## src/rtl/tick_scheduler.sv

```systemverilog
// Multi-channel countdown timer scheduler sharing one base-tick prescaler.
// Optional macro TICK_SCHED_PAUSE_EN adds a 'pause' input that freezes the prescaler and all channels.
module tick_scheduler #(
    parameter int INPUT_FREQUENCY = 100_000_000,
    parameter int TICK_Hz         = 1000,
    parameter int NUM_CH          = 4,
    parameter int CNT_W           = 16,
    localparam int CH_W           = (NUM_CH > 1) ? $clog2(NUM_CH) : 1
) (
    input  logic              clk,
    input  logic              reset_n,
    input  logic              cfg_we,
    input  logic [CH_W-1:0]   cfg_ch,
    input  logic [1:0]        cfg_cmd,
    input  logic [CNT_W-1:0]  cfg_period,
    input  logic              irq_ack,
`ifdef TICK_SCHED_PAUSE_EN
    input  logic              pause,
`endif
    output logic              base_tick,
    output logic [NUM_CH-1:0] ch_active,
    output logic [NUM_CH-1:0] ch_expire,
    output logic              irq,
    output logic [CH_W-1:0]   irq_ch
);

    localparam int TICK_COUNT = INPUT_FREQUENCY / TICK_Hz;
    localparam int PS_W       = (TICK_COUNT > 1) ? $clog2(TICK_COUNT) : 1;
    localparam logic [PS_W-1:0] PS_LAST = PS_W'(TICK_COUNT - 1);

    localparam logic [1:0] ST_IDLE = 2'd0;
    localparam logic [1:0] ST_ONCE = 2'd1;
    localparam logic [1:0] ST_PER  = 2'd2;

    localparam logic [1:0] CMD_STOP   = 2'b00;
    localparam logic [1:0] CMD_ONCE   = 2'b01;
    localparam logic [1:0] CMD_PER    = 2'b10;
    localparam logic [1:0] CMD_RELOAD = 2'b11;

    logic [PS_W-1:0]   psCnt_q, psCnt_d;
    logic              tick_q, tick_d;
    logic              run;
    logic              tickEn;

    logic [1:0]        state_q  [NUM_CH];
    logic [1:0]        state_d  [NUM_CH];
    logic [CNT_W-1:0]  remain_q [NUM_CH];
    logic [CNT_W-1:0]  remain_d [NUM_CH];
    logic [CNT_W-1:0]  period_q [NUM_CH];
    logic [CNT_W-1:0]  period_d [NUM_CH];
    logic [NUM_CH-1:0] expire_q, expire_d;
    logic [NUM_CH-1:0] pending_q, pending_d;
    logic [NUM_CH-1:0] cfgHit;
    logic [CH_W-1:0]   irqSel;

`ifdef TICK_SCHED_PAUSE_EN
    assign run = ~pause;
`else
    assign run = 1'b1;
`endif

    // A tick generated just as pause rises is held in tick_q and released with the prescaler.
    always_comb begin
        psCnt_d = psCnt_q;
        tick_d  = tick_q;
        if (run) begin
            tick_d  = (psCnt_q == PS_LAST);
            psCnt_d = (psCnt_q == PS_LAST) ? '0 : psCnt_q + PS_W'(1);
        end
    end

    assign tickEn    = tick_q & run;
    assign base_tick = tickEn;

    always_comb begin
        cfgHit = '0;
        if (cfg_we && ({1'b0, cfg_ch} < (CH_W+1)'(NUM_CH))) begin
            cfgHit[cfg_ch] = 1'b1;
        end
    end

    // A config write to a channel takes precedence over its countdown in the same cycle.
    always_comb begin
        for (int i = 0; i < NUM_CH; i++) begin
            state_d[i]  = state_q[i];
            remain_d[i] = remain_q[i];
            period_d[i] = period_q[i];
            expire_d[i] = 1'b0;
            if (cfgHit[i]) begin
                case (cfg_cmd)
                    CMD_STOP: begin
                        state_d[i]  = ST_IDLE;
                        remain_d[i] = '0;
                    end
                    CMD_ONCE, CMD_PER: begin
                        if (cfg_period != '0) begin
                            remain_d[i] = cfg_period;
                            period_d[i] = cfg_period;
                            state_d[i]  = (cfg_cmd == CMD_ONCE) ? ST_ONCE : ST_PER;
                        end
                    end
                    CMD_RELOAD: begin
                        if (state_q[i] != ST_IDLE) begin
                            remain_d[i] = period_q[i];
                        end
                    end
                    default: begin
                        state_d[i] = state_q[i];
                    end
                endcase
            end else if (tickEn && (state_q[i] != ST_IDLE)) begin
                if (remain_q[i] == CNT_W'(1)) begin
                    expire_d[i] = 1'b1;
                    if (state_q[i] == ST_ONCE) begin
                        state_d[i]  = ST_IDLE;
                        remain_d[i] = '0;
                    end else begin
                        remain_d[i] = period_q[i];
                    end
                end else begin
                    remain_d[i] = remain_q[i] - CNT_W'(1);
                end
            end
        end
    end

    always_comb begin
        irqSel = '0;
        for (int i = NUM_CH - 1; i >= 0; i--) begin
            if (pending_q[i]) begin
                irqSel = CH_W'(i);
            end
        end
    end

    assign irq    = |pending_q;
    assign irq_ch = irqSel;

    // An expiry on the same edge as its acknowledge keeps the pending bit set.
    always_comb begin
        pending_d = pending_q;
        if (irq_ack && irq) begin
            pending_d[irqSel] = 1'b0;
        end
        pending_d = pending_d | expire_d;
    end

    always_comb begin
        for (int i = 0; i < NUM_CH; i++) begin
            ch_active[i] = (state_q[i] != ST_IDLE);
        end
    end

    assign ch_expire = expire_q;

    always_ff @(posedge clk or negedge reset_n) begin
        if (!reset_n) begin
            psCnt_q   <= '0;
            tick_q    <= 1'b0;
            expire_q  <= '0;
            pending_q <= '0;
            for (int i = 0; i < NUM_CH; i++) begin
                state_q[i]  <= ST_IDLE;
                remain_q[i] <= '0;
                period_q[i] <= '0;
            end
        end else begin
            psCnt_q   <= psCnt_d;
            tick_q    <= tick_d;
            expire_q  <= expire_d;
            pending_q <= pending_d;
            for (int i = 0; i < NUM_CH; i++) begin
                state_q[i]  <= state_d[i];
                remain_q[i] <= remain_d[i];
                period_q[i] <= period_d[i];
            end
        end
    end

endmodule

```

## config.mk

```make
export PLATFORM = sky130hd
export DESIGN_NAME = tick_scheduler
export DESIGN_NICKNAME = d
export VERILOG_FILES = /design/src/rtl/tick_scheduler.sv
export SDC_FILE = /design/constraint.sdc
export NUM_CORES = 1
export LEC_CHECK = 0
export BUFFER_PORTS_ARGS = -buffer_cell sky130_fd_sc_hd__buf_2
export CORE_ASPECT_RATIO = 0.9
export CORE_MARGIN = 3
export CORE_UTILIZATION = 57
export DETAILED_ROUTE_END_ITERATION = 7
export HOLD_SLACK_MARGIN = 0.08
export PLACE_DENSITY = 0.87
export SETUP_SLACK_MARGIN = 0.05
export SLEW_MARGIN = 0
export SYNTH_ARGS = -nofsm -noshare
export SYNTH_HDL_FRONTEND = slang
export SYNTH_SLANG_ARGS = --single-unit
```

## constraint.sdc

```tcl
create_clock -name clk -period 2 [get_ports clk]
set_input_delay 0.1 -clock clk [delete_from_list [all_inputs] [get_ports clk]]
set_output_delay 0.1 -clock clk [all_outputs]
set_load 0.005 [all_outputs]
```

=== Word-level counts from Yosys, hierarchy flattened ===
Cells that the tools add are included.

* Register bits after elaboration: 162
* Input port bits: 24
* Output and inout bits: 12
* Logic and storage cells: 158

* $add $sub $neg: 5
* $lt $le $gt $ge: 4
* Eq/ne operators: 24
* Mux-type cells: 67
* Bitwise operators: 3
* Reduce and logical (&&, ||, !) cells: 39

{| class="wikitable"
|+ Operator list
! cell !! number
|-
| two-way mux 16 bit || 21
|-
| one-hot mux 16 bit (3 select lines) || 4
|-
| equality test 16 x 1 -> 1 bit, second input constant || 4
|-
| subtractor 16 x 1 -> 16 bit, second input constant || 4
|-
| two-way mux 2 bit || 22
|-
| nonzero test 2 bit || 16
|-
| inequality test 3 bit, second input constant || 8
|-
| AND reduction 3 bit || 8
|-
| AND reduction 5 bit || 4
|-
| adder 17 x 1 -> 17 bit, second input constant || 1
|-
| equality test 17 bit, second input constant || 1
|-
| two-way mux 17 bit || 1
|-
| nonzero test 16 bit || 1
|-
| two-way mux 1 bit || 14
|-
| inequality test 3 x 1 -> 1 bit, second input constant || 4
|-
| equality test 2 x 1 -> 1 bit, second input constant || 5
|-
| two-way mux 4 bit || 2
|-
| logical AND 1 bit || 7
|-
| less-than comparator 2 x 3 -> 1 bit, second input constant || 2
|-
| AND 4 bit || 1
|-
| demux 1 bit (select 2 bit) || 2
|-
| equality test 2 bit, second input constant || 2
|-
| >= comparator 2 x 1 -> 1 bit, second input constant || 2
|-
| NOT 4 bit || 1
|-
| other kinds (5) || 5
|}

=== Longest topological paths before layout ===
Gate-level depths: netlist (run 1).

* Depth in word-level cells: 12
* Depth in mapped cells: 10
* Depth with buffers taken out: 8

=== Least setup slack after synthesis (run 1) ===
No wires, ideal clock.

* Path kind: reg-to-reg
* Start point: register remain_q[40] (netlist name)
* End point: register remain_q[44] (netlist name)
* Library setup time: 0.126 ns
* Data arrival time: 1.871 ns
* Path slack: 0.003 ns
* Stages on the path, launching flop included: 8
* Buffers on the path: 2
* Clock period less this slack: 1.997 ns
* Cells stage by stage: dfrtp_1 or4_4 nor3_2 and2_1 buf_2 buf_4 o21ai_1 a221o_1

* Longest elaborated chain between the ends: 4
* Elaborated cells on any way between the ends: 5
* Those cells by class: add/sub: 1; eq/ne: 1; mux: 3

{| class="wikitable"
|+ Ends and longest elaborated chain
! what !! RTL line !! RTL
|-
| from (decl) || 47 || <nowiki>logic [CNT_W-1:0] remain_q [NUM_CH];</nowiki>
|-
| from (signal, indexed assignment) || 174 || <nowiki>remain_q[i] <= remain_d[i];</nowiki>
|-
| subtractor 16 x 1 -> 16 bit or equality test 16 x 1 -> 1 bit (tied branches) || 121, 112 ||
|-
| two-way mux 16 bit (*) || 112 || <nowiki>if (remain_q[i] == CNT_W'(1)) begin</nowiki>
|-
| two-way mux 16 bit (*) || 111 || <nowiki>end else if (tickEn && (state_q[i] != ST_IDLE)) begin</nowiki>
|-
| two-way mux 16 bit (*) || 89 || <nowiki>if (cfgHit[i]) begin</nowiki>
|}

Mark *: on every way between the ends. The rest lies on a longest branch, timed or not. The select of a mux whose other input is x is not followed.
A chain may end at the register's enable or synchronous reset.

=== Worst setup path after layout (run 1) ===
* Start point: register state_q[3] (netlist name)
* End point: register remain_q[26] (netlist name)

* Longest elaborated chain between the ends: 5
* Elaborated cells on any way between the ends: 10
* Those cells by class: eq/ne: 2; mux: 4; reduce/logical: 4

{| class="wikitable"
|+ Ends and longest elaborated chain
! what !! RTL line !! RTL
|-
| from (decl) || 45 || <nowiki>logic [1:0] state_q [NUM_CH];</nowiki>
|-
| from (signal, indexed assignment) || 173 || <nowiki>state_q[i] <= state_d[i];</nowiki>
|-
| equality test 2 x 1 -> 1 bit || 114 || <nowiki>if (state_q[i] == ST_ONCE) begin</nowiki>
|-
| two-way mux 16 bit || 114 ||
|-
| two-way mux 16 bit || 112 ||
|-
| two-way mux 16 bit || 111 ||
|-
| two-way mux 16 bit || 89 ||
|}

Parallel ways exist; a longest one is shown, timed or not. The select of a mux whose other input is x is not followed.

==> flow_metrics.py, run 1 <==
metrics = {
    "outcome": {
        "status": "complete, but fails checks",
        "violations": "setup timing",
    },
    "synth": {
        "ys_ff_latch": 162,
        "yosysMostFrequentCell": "dfrtp_1",
        "yosysUniqueCellTypes": 75,
        "async_reset_ff_frac": 1.00,
        "syn_inst": 1040,
        "ys.flop_type": "dfrtp_1",
        "yosys.area.top_type": "dfrtp_1",
        "netlist.area_leader.share": 0.420,
        "avgSynthCellArea_um2": 9.28,
        "yosys_warnings": 0,
        "syn-num-nets": 1077,
        "syn_area_um2": 9650,
        "ys_seq_area_frac": 0.420,
        "synth_edf_count": 0,
        "synthTopCellsByCount": "dfrtp_1, nand2_1, a21oi_1",
        "yosys-top-cells-area": "dfrtp_1, a21oi_1, mux2_1",
    },
    "detailed_routing": {
        "drc_errors": 0,
        "drt_iter0_markers": 1495,
        "drt_first_pass_iters": 6,
        "wl_mm": 37.3,
        "routed_via_density": 7.20,
        "ant_nets": 0,
        "wl_per_cell_um": 25.6,
        "vias": 10500,
    },
    "setup_path": {
        "critPathSlowestCell": "dfrtp_1",
        "slowest_delay_ns": 0.46,
        "rrSetupSlack_ns": -0.17,
        "worst-path-stages": 7,
        "crit_chain": "or2_2, nand3_1, o31ai_4, buf_12, buf_4, a21oi_1, a31oi_1",
        "regToRegStartpoint": "state_q[3]",
        "crit_required_ns": 2.31,
        "worstPathMaxFanout": 18,
        "r2r_end": "remain_q[26]",
        "crit_buf_inv": 2,
        "critPathLaunch": "state_q[3]",
        "worstRegToRegCells": 7,
        "cp.arrival_ns": 2.48,
        "worst-setup-path-type": "reg -> reg",
        "crit_path_end_kind": "register",
        "cp-start-kind": "register",
        "crit_family": "compound AO/OA/AOI/OAI gates",
        "endpoint": "remain_q[26]",
    },
    "placed_design": {
        "dp_slack_ns": -0.378,
        "hpwlAfterDp_mm": 21.0,
        "place.gp.congestion": 0.994,
        "port_buffers": 35,
    },
    "power_and_ir_drop": {
        "p_seq_frac": 0.377,
        "power_mw": 13.2,
        "clkPwrFrac": 0.287,
        "p_sw_mw": 4.73,
        "peakVddDrop_mv": 0.748,
        "internal_power_mw": 8.45,
        "power.leakage_nw": 5.40,
        "powerDensity_nw_per_um2": 1020,
        "swShare": 0.359,
        "p_comb_frac": 0.335,
    },
    "finish": {
        "drive_above_1_share": 0.329,
        "post-route-util": 0.787,
        "multi_input_area_um2": 5850,
        "finalNetCount": 1275,
        "area.growth.synth_to_final_pct": 33.3,
        "regArea_um2": 4060,
        "fillers": 893,
    },
    "global_route": {
        "track_usage": 0.359,
        "grt_max_degree": 65,
        "grt_pass1_vias": 9635,
        "grt_first_pass_wirelength_mm": 51.5,
        "antenna_found_initial": 0,
        "grt-ovfl-total": 0,
    },
    "die": {
        "die_w_um": 143,
        "rows": 44,
        "ios": 36,
        "die_h_um": 129,
        "initial_utilization": 0.590,
        "die_area_um2": 18500,
        "coreArea_um2": 16400,
    },
    "clock_network": {
        "tritoncts": "built",
        "cts_max_level": 4,
        "clock_path_buffers": 2,
        "clkSlewWorstSetupHoldPaths_ns": 0.07,
        "root_buffer": "clkbuf_16",
        "cts_sinks": 162,
        "clk_latency_ns": 0.45,
        "cts_buffers": 17,
    },
    "timing": {
        "drv_slew": 0,
        "period_needed_ns": 2.17,
        "tightestPinTransition_ns": 0.768,
        "relSlewSlack": 0.488,
        "setup_viol": 17,
        "rsz0062_at_grt": "yes",
        "final.setup_skew_ns": 0.00687,
        "hold_viol": 0,
        "period_share": 1.09,
        "fin_ws_ns": -0.174,
        "max_freq_ghz": 0.460,
    },
    "run": {
        "cap_violations": 0,
    },
    "hold_path": {
        "hold_path.class": "in -> reg",
        "holdPathStages": 3,
    },
}
==> metal layers <==
layer / up-vias / share of wire / global-route usage
li1: 4214 / - / -
met1: 5030 / 0.34 / 0.459
met2: 955 / 0.45 / 0.553
met3: 298 / 0.14 / 0.111
met4: 3 / 0.070 / 0.186
met5: - / 0.0013 / 0
==> placed cells by master (no fill, tap or decap), drive strengths merged, types with 15 or more instances in the layout <==
cell type,count
clkbuf,20
a31oi,15
buf,225
o22a,16
nor2,95
xor2,23
o21ai,63
a21oi,95
a22oi,25
dfrtp,162
nor3,26
nand2,98
nand3,45
and3,16
mux2i,22
mux2,67
inv,22
xnor2,28
nor4,22
==> tightest hold or removal path, cell delays in order <==
cell and delay [ns]:
buf_2 0.09, buf_4 0.19, mux2_1 0.15
==> area by class of cell <==
cell class / count / area share
Timing Repair Buffer: 234 / 0.151
Tap cell: 207 / 0.0201
Clock buffer: 19 / 0.0336
Sequential cell: 162 / 0.316
Antenna cell: 1 / 0.000194
Clock inverter: 13 / 0.0182
Multi-Input combinational cell: 801 / 0.455
Inverter: 22 / 0.00642
==> sequential cells by signal, indices dropped and copies added (netlist names) <==
name and cells:
remain_q 64, state_q 8, period_q 64, ch_expire 4, base_tick 1, psCnt_q 17, pending_q 4
==> how the worst min path moves through the flow <==
stage	slack, ns	start	endpoint
after floorplan	-0.20	reset_n	base_tick
after global placement	0.07	reset_n	remain_q[43]
after detailed placement	0.07	reset_n	remain_q[43]
after CTS	0.09	cfg_period[14]	period_q[14]
after global routing	0.12	cfg_period[14]	period_q[14]
final	0.12	cfg_period[9]	period_q[57]
==> cell families (layout without fill, tap and decap cells) <==
group,after synthesis,count (layout),share of synthesized area
AND/OR/NAND/NOR,361,361,0.191
AO/OA/AOI/OAI,284,287,0.188
flip-flops,162,162,0.420
multiplexers,89,89,0.101
buffers and inverters,80,288,0.0367
XOR/XNOR,51,51,0.0463
adder cells (fa/ha/maj),13,13,0.0169
other,0,1,0
==> per-stage QoR <==
| stage | setup TNS, ns | hold slack, ns | instance area [um2] | std cells |
|---|---|---|---|---|
| finish | -1.05 | 0.124 | 12900 | 1459 |
| global route | -2.16 | 0.121 | 12900 | 1458 |
| CTS | -0.179 | 0.0905 | 12100 | 1428 |
| global placement | -7.64 | 0.0698 | 11000 | 1366 |
| floorplan | 0 | -0.196 | 9660 | 1040 |
| detailed placement | -11.25 | 0.0743 | 11000 | 1366 |
==> power groups by stage <==
stage               clock network, mW  logic, mW  registers (mW)
finish                           3.79       4.42            4.97
global route                     3.91       4.68            5.01
CTS                              3.75       3.79            4.81
detailed placement                  0       3.53            4.81
global placement                    0       3.40            4.76
floorplan                           0       2.19            4.69
==> timing repair <==
item                                   in CTS  in global routing
setup endpoints to repair                  53                 63
pin swaps                                  39                 56
gates cloned                                3                  2
hold buffers                                8                  0
resized for setup                          45                112
buffers inserted                           19                 29
endpoints found under the hold margin     172                  0
No activity file was read; power rests on OpenSTA's default activity.
==> run 2, diff against run 1 <==
--- a/config.mk
+++ b/config.mk
@@ -12,7 +12,7 @@
 export DETAILED_ROUTE_END_ITERATION = 7
 export HOLD_SLACK_MARGIN = 0.08
 export PLACE_DENSITY = 0.87
-export SETUP_SLACK_MARGIN = 0.05
+export SETUP_SLACK_MARGIN = 0.5
 export SLEW_MARGIN = 0
 export SYNTH_ARGS = -nofsm -noshare
 export SYNTH_HDL_FRONTEND = slang
==> run 2 against run 1 <==
Via count is 9.4% higher. Critical path depth is 1 higher. The flow finishes with violations (DRC, setup timing). Largest power group is now combinational cells. Register-to-register slack worse by 0.08 ns.
==> flow_metrics.py, run 2 (synthesized netlist as in run 1, its figures left out) <==
metrics = {
    "outcome": {
        "status": "complete, but fails checks",
        "violations": "DRC, setup timing",
    },
    "clock_network": {
        "root_buffer": "clkbuf_16",
        "tritoncts": "built",
        "cts_buffers": 17,
        "cts_sinks": 162,
        "clkSlewWorstSetupHoldPaths_ns": 0.08,
        "clock_path_buffers": 2,
        "clk_latency_ns": 0.45,
        "cts_max_level": 4,
    },
    "timing": {
        "hold_viol": 0,
        "tightestPinTransition_ns": 1.21,
        "relSlewSlack": 0.195,
        "setup_viol": 32,
        "max_freq_ghz": 0.443,
        "fin_setup_tns_ns": -2.50,
        "rsz0062_at_grt": "yes",
        "period_share": 1.13,
        "final.setup_skew_ns": 0.0179,
        "fin_ws_ns": -0.258,
        "period_needed_ns": 2.26,
        "drv_slew": 0,
    },
    "setup_path": {
        "crit_path_end_kind": "register",
        "worstPathMaxFanout": 6,
        "crit_required_ns": 2.26,
        "cp-start-kind": "register",
        "cp.arrival_ns": 2.51,
        "worst-setup-path-type": "reg -> reg",
    },
    "detailed_routing": {
        "routed_via_density": 7.77,
        "drc_errors": 7,
        "wl_mm": 46.2,
        "wl_per_cell_um": 31.3,
        "vias": 11500,
        "drt_first_pass_iters": 8,
        "ant_nets": 0,
        "drt_iter0_markers": 2096,
    },
    "power_and_ir_drop": {
        "powerDensity_nw_per_um2": 1000,
        "peakVddDrop_mv": 0.795,
        "power.leakage_nw": 5.79,
        "power_mw": 14.2,
    },
    "finish": {
        "layout_commonest_cell": "buf_4",
        "finalNetCount": 1293,
        "final_cell_mix": "buf_4, dfrtp_1, nand2_1, a21oi_1, nor2_1",
        "regArea_um2": 4080,
        "area.growth.synth_to_final_pct": 46.6,
        "fillers": 699,
        "largestRegisters": "period_q x64, remain_q x64, psCnt_q x17",
        "drive_above_1_share": 0.472,
        "multi_input_area_um2": 6880,
    },
    "global_route": {
        "grt_first_pass_wirelength_mm": 59.2,
        "grt_pass1_vias": 10500,
        "antenna_found_initial": 3,
        "grt-ovfl-total": 0,
        "grt_max_degree": 65,
        "track_usage": 0.420,
    },
    "die": {
        "ios": 36,
        "initial_utilization": 0.590,
        "die_w_um": 143,
        "die_h_um": 129,
        "rows": 44,
        "coreArea_um2": 16400,
        "die_area_um2": 18500,
    },
    "placed_design": {
        "port_buffers": 35,
        "place.gp.congestion": 0.965,
        "hpwlAfterDp_mm": 20.2,
    },
    "run": {
        "cap_violations": 0,
    },
    "hold_path": {
        "hold_path.class": "in -> reg",
    },
}
-- run 2: cell types whose count changed in the layout (fill, tap and decap cells not counted), sizes merged, moves of 2 or more --
cell         before  now
buf             225  242
bufinv            6    3
clkinvlp          3    0
dlygate4sd3       8    4
inv              22   27
o31ai            10   12
-- run 2: worst max-delay path, cell delays in order, from the launching register on --
cell	delay, ns
dfrtp_2	0.46
inv_2	0.14
ha_4	0.22
or2b_2	0.36
nor4_4	0.36
xnor2_1	0.17
nor2_1	0.07
o21ai_1	0.16
a31oi_1	0.12
-- run 2: worst paths after layout --
check / start / end / slack, ns / cells past startpoint
worst min-delay path: cfg_period[8] / period_q[56] / 0.12 / 3
worst min register to register: psCnt_q[4] / psCnt_q[4] / 0.48 / 1
max in group asynchronous: reset_n / remain_q[0] / 1.06 / 3
worst max register to register: remain_q[17] / remain_q[28] / -0.26 / 8
worst max-delay path: remain_q[17] / remain_q[28] / -0.26 / 8
min in group asynchronous: reset_n / pending_q[3] / 0.13 / 2
-- run 2: metal layers --
layer  up-vias  GRT usage  wire length [um]
li1       4266          -                 -
met1      5408      0.493             14800
met2      1289      0.663             20000
met3       517      0.139              6800
met4         2      0.274              4670
met5         -          0                12
-- run 2: through the flow --
stage,instance area (um2),worst slack [ns],instances,hold slack [ns],utilization
after global placement,11000,-0.355,1324,0.0467,0.672
after global routing,14100,-0.230,1476,0.0964,0.865
after floorplan,10100,0.0436,1040,-0.196,-
after detailed placement,11000,-0.514,1324,0.0444,0.672
after CTS,13100,-0.0181,1434,0.0868,0.803
final,14200,-0.258,1477,0.125,0.866
-- run 2: repair_timing --
item                                   4_1_cts  5_1_grt
buffers inserted                            63       40
hold buffers                                 4        0
gates resized for setup                    197      133
gates cloned                                11        2
setup endpoints to repair                  101      139
endpoints found under the hold margin      161        0
pin swaps                                   82       88
-- run 2: layout make-up --
class                           instances  share of cell area
Tap cell                              207              0.0183
Inverter                               22             0.00584
Timing Repair Buffer                  248               0.157
Antenna cell                            1            0.000177
Clock inverter                         13              0.0123
Sequential cell                       162               0.288
Clock buffer                           19              0.0320
Multi-Input combinational cell        805               0.486
-- run 2: power breakdown --
group / switching, mW / leakage (nW) / internal, mW / total [mW]
clock network: 1.55 / 0.309 / 2.06 / 3.61
logic: 2.88 / 3.51 / 2.47 / 5.35
registers: 1.17 / 1.97 / 4.04 / 5.21
total: 5.60 / 5.79 / 8.57 / 14.2
==> run 3, diff against run 2 <==
--- a/config.mk
+++ b/config.mk
@@ -8,10 +8,10 @@
 export BUFFER_PORTS_ARGS = -buffer_cell sky130_fd_sc_hd__buf_2
 export CORE_ASPECT_RATIO = 0.9
 export CORE_MARGIN = 3
-export CORE_UTILIZATION = 57
+export CORE_UTILIZATION = 52
 export DETAILED_ROUTE_END_ITERATION = 7
 export HOLD_SLACK_MARGIN = 0.08
-export PLACE_DENSITY = 0.87
+export PLACE_DENSITY = 0.81
 export SETUP_SLACK_MARGIN = 0.5
 export SLEW_MARGIN = 0
 export SYNTH_ARGS = -nofsm -noshare
==> run 3 against run 2 <==
The flow finishes with violations (setup timing). Final cell count grew 4.1%. Largest power group unchanged. Routed wire length shrank 6.4%. Fmax grew 9.4%. Utilization shrank 4.5 points. Via count shrank 4.8%. Critical path depth grew 1. Hold slack lost 0.027 ns. Highest routed layer is now met4.
==> flow_metrics.py, run 3 (synthesized netlist as in run 1, its figures left out) <==
metrics = {
    "clock_network": {
        "clock_path_buffers": 2,
        "clkSlewWorstSetupHoldPaths_ns": 0.07,
        "cts_max_level": 4,
        "clk_latency_ns": 0.45,
        "root_buffer": "clkbuf_16",
        "tritoncts": "built",
        "cts_sinks": 162,
        "cts_buffers": 17,
    },
    "setup_path": {
        "crit_path_end_kind": "register",
        "worstPathMaxFanout": 7,
        "endpoint": "remain_q[28]",
        "worstRegToRegCells": 9,
        "cp.arrival_ns": 2.41,
        "rrSetupSlack_ns": -0.06,
        "critPathLaunch": "remain_q[23]",
        "r2r_end": "remain_q[28]",
        "worst-setup-path-type": "reg -> reg",
        "crit_required_ns": 2.35,
        "cp-start-kind": "register",
        "regToRegStartpoint": "remain_q[23]",
    },
    "detailed_routing": {
        "wl_mm": 43.3,
        "drt_first_pass_iters": 6,
        "routed_via_density": 7.11,
        "vias": 10900,
        "drc_errors": 0,
        "ant_nets": 0,
        "wl_per_cell_um": 28.1,
        "drt_iter0_markers": 1764,
    },
    "timing": {
        "rsz0062_at_grt": "yes",
        "period_needed_ns": 2.06,
        "period_share": 1.03,
        "drv_slew": 0,
        "final.setup_skew_ns": 0.0142,
        "holdWs_ns": 0.0980,
        "hold_viol": 0,
        "tightestPinTransition_ns": 0.787,
        "fin_ws_ns": -0.0638,
        "max_freq_ghz": 0.485,
        "setup_viol": 13,
        "relSlewSlack": 0.475,
    },
    "finish": {
        "area.growth.synth_to_final_pct": 52.1,
        "finalNetCount": 1322,
        "multi_input_area_um2": 7040,
        "fillers": 889,
        "layout.cells.non_filler": 1538,
        "layout_commonest_cell": "buf_4",
        "regArea_um2": 4070,
        "final_cell_mix": "buf_4, dfrtp_1, nand2_1, mux2_4, nor2_1",
        "largestRegisters": "period_q x64, remain_q x64, psCnt_q x17",
        "drive_above_1_share": 0.492,
        "fin_area_um2": 14700,
        "antenna_cells": 0,
    },
    "power_and_ir_drop": {
        "powerDensity_nw_per_um2": 969,
        "swShare": 0.389,
        "peakVddDrop_mv": 0.610,
        "clkPwrFrac": 0.238,
        "power_mw": 14.2,
        "p_seq_frac": 0.359,
        "power.leakage_nw": 6.04,
        "internal_power_mw": 8.69,
        "p_comb_frac": 0.403,
        "p_sw_mw": 5.53,
    },
    "die": {
        "rows": 46,
        "initial_utilization": 0.539,
        "die_area_um2": 20200,
        "ios": 36,
        "coreArea_um2": 17900,
        "die_h_um": 135,
        "die_w_um": 150,
    },
    "placed_design": {
        "dp_slack_ns": -0.585,
        "place.gp.congestion": 0.949,
        "placed_cell_area_um2": 11200,
        "port_buffers": 35,
        "placedCellCount": 1376,
        "hpwlAfterDp_mm": 20.8,
    },
    "global_route": {
        "use_met2": 0.591,
        "met3_usage": 0.124,
        "grt-ovfl-total": 0,
        "antenna_found_initial": 0,
        "grt_most_used_layer": "met2",
        "grt_max_degree": 65,
        "grt_pass1_vias": 10400,
        "met1_usage": 0.438,
        "grt_first_pass_wirelength_mm": 57.2,
        "track_usage": 0.369,
    },
    "run": {
        "cap_violations": 0,
    },
    "outcome": {
        "violations": "setup timing",
        "status": "complete, but fails checks",
    },
    "hold_path": {
        "hold_path.class": "in -> reg",
    },
}
## run 3: cell count changes in the layout (fill, tap and decap cells not counted), moves of 4 or more
cell and delta:
nor2_2 -7, o21ai_2 -6, mux2_2 -30, dfrtp_1 +5, nor2_1 +5, o31ai_4 -4, buf_6 +9, clkbuf_16 +4
dfrtp_2 -5, mux2_4 +49, buf_12 +4, buf_4 +18, mux2_1 -19
## run 3: what timing repair did
| item | in CTS | in global routing |
|---|---|---|
| gates cloned | 8 | 3 |
| hold buffers | 3 | 0 |
| pin swaps | 111 | 88 |
| buffers inserted | 79 | 37 |
| endpoints found under the hold margin | 167 | 0 |
| resized for setup | 185 | 205 |
| setup endpoints to repair | 151 | 155 |
## run 3: how the worst min path moves through the flow
stage	from	endpoint	slack (ns)	cells past startpoint
2_1_floorplan	reset_n	base_tick	-0.20	0
3_3_place_gp	reset_n	period_q[10]	0.03	1
3_5_place_dp	reset_n	period_q[10]	0.03	1
4_1_cts	cfg_period[0]	period_q[48]	0.09	3
5_1_grt	cfg_period[7]	period_q[23]	0.09	3
6_report	cfg_period[7]	period_q[7]	0.1	3
## run 3: stage by stage
stage	setup TNS, ns	utilization
after global placement	-59.09	0.626
final	-0.337	0.820
after global routing	-1.26	0.820
after CTS	0	0.750
after detailed placement	-62.15	0.626
after floorplan	0	-
## run 3: power by group through the flow
stage / clock network, mW / logic (mW) / registers [mW]
after global placement: 0 / 3.45 / 4.88
final: 3.39 / 5.73 / 5.10
after global routing: 3.48 / 5.99 / 5.13
after CTS: 3.32 / 4.56 / 4.86
after detailed placement: 0 / 3.56 / 4.92
after floorplan: 0 / 2.42 / 4.76
## run 3: worst max-delay path, cell delays in order (launching register included)
cell and delay [ns]:
dfrtp_2 0.45, nor4_2 0.30, buf_4 0.17, nand4_4 0.09
nor3_4 0.21, buf_6 0.16, buf_6 0.12, and3_4 0.18
o21ai_2 0.05, a31oi_1 0.22
## run 3: per-layer routing
metal / part of all wire / up-vias
met5: 0 / -
met4: 0.083 / 0
met3: 0.13 / 344
met2: 0.46 / 1006
met1: 0.33 / 5267
li1: - / 4315
## run 3: area by class of cell
cell class / instances / share of cell area
Tap cell: 240 / 0.0205
Sequential cell: 162 / 0.277
Inverter: 22 / 0.00562
Timing Repair Buffer: 280 / 0.178
Clock inverter: 14 / 0.00971
Clock buffer: 18 / 0.0299
Multi-Input combinational cell: 802 / 0.479
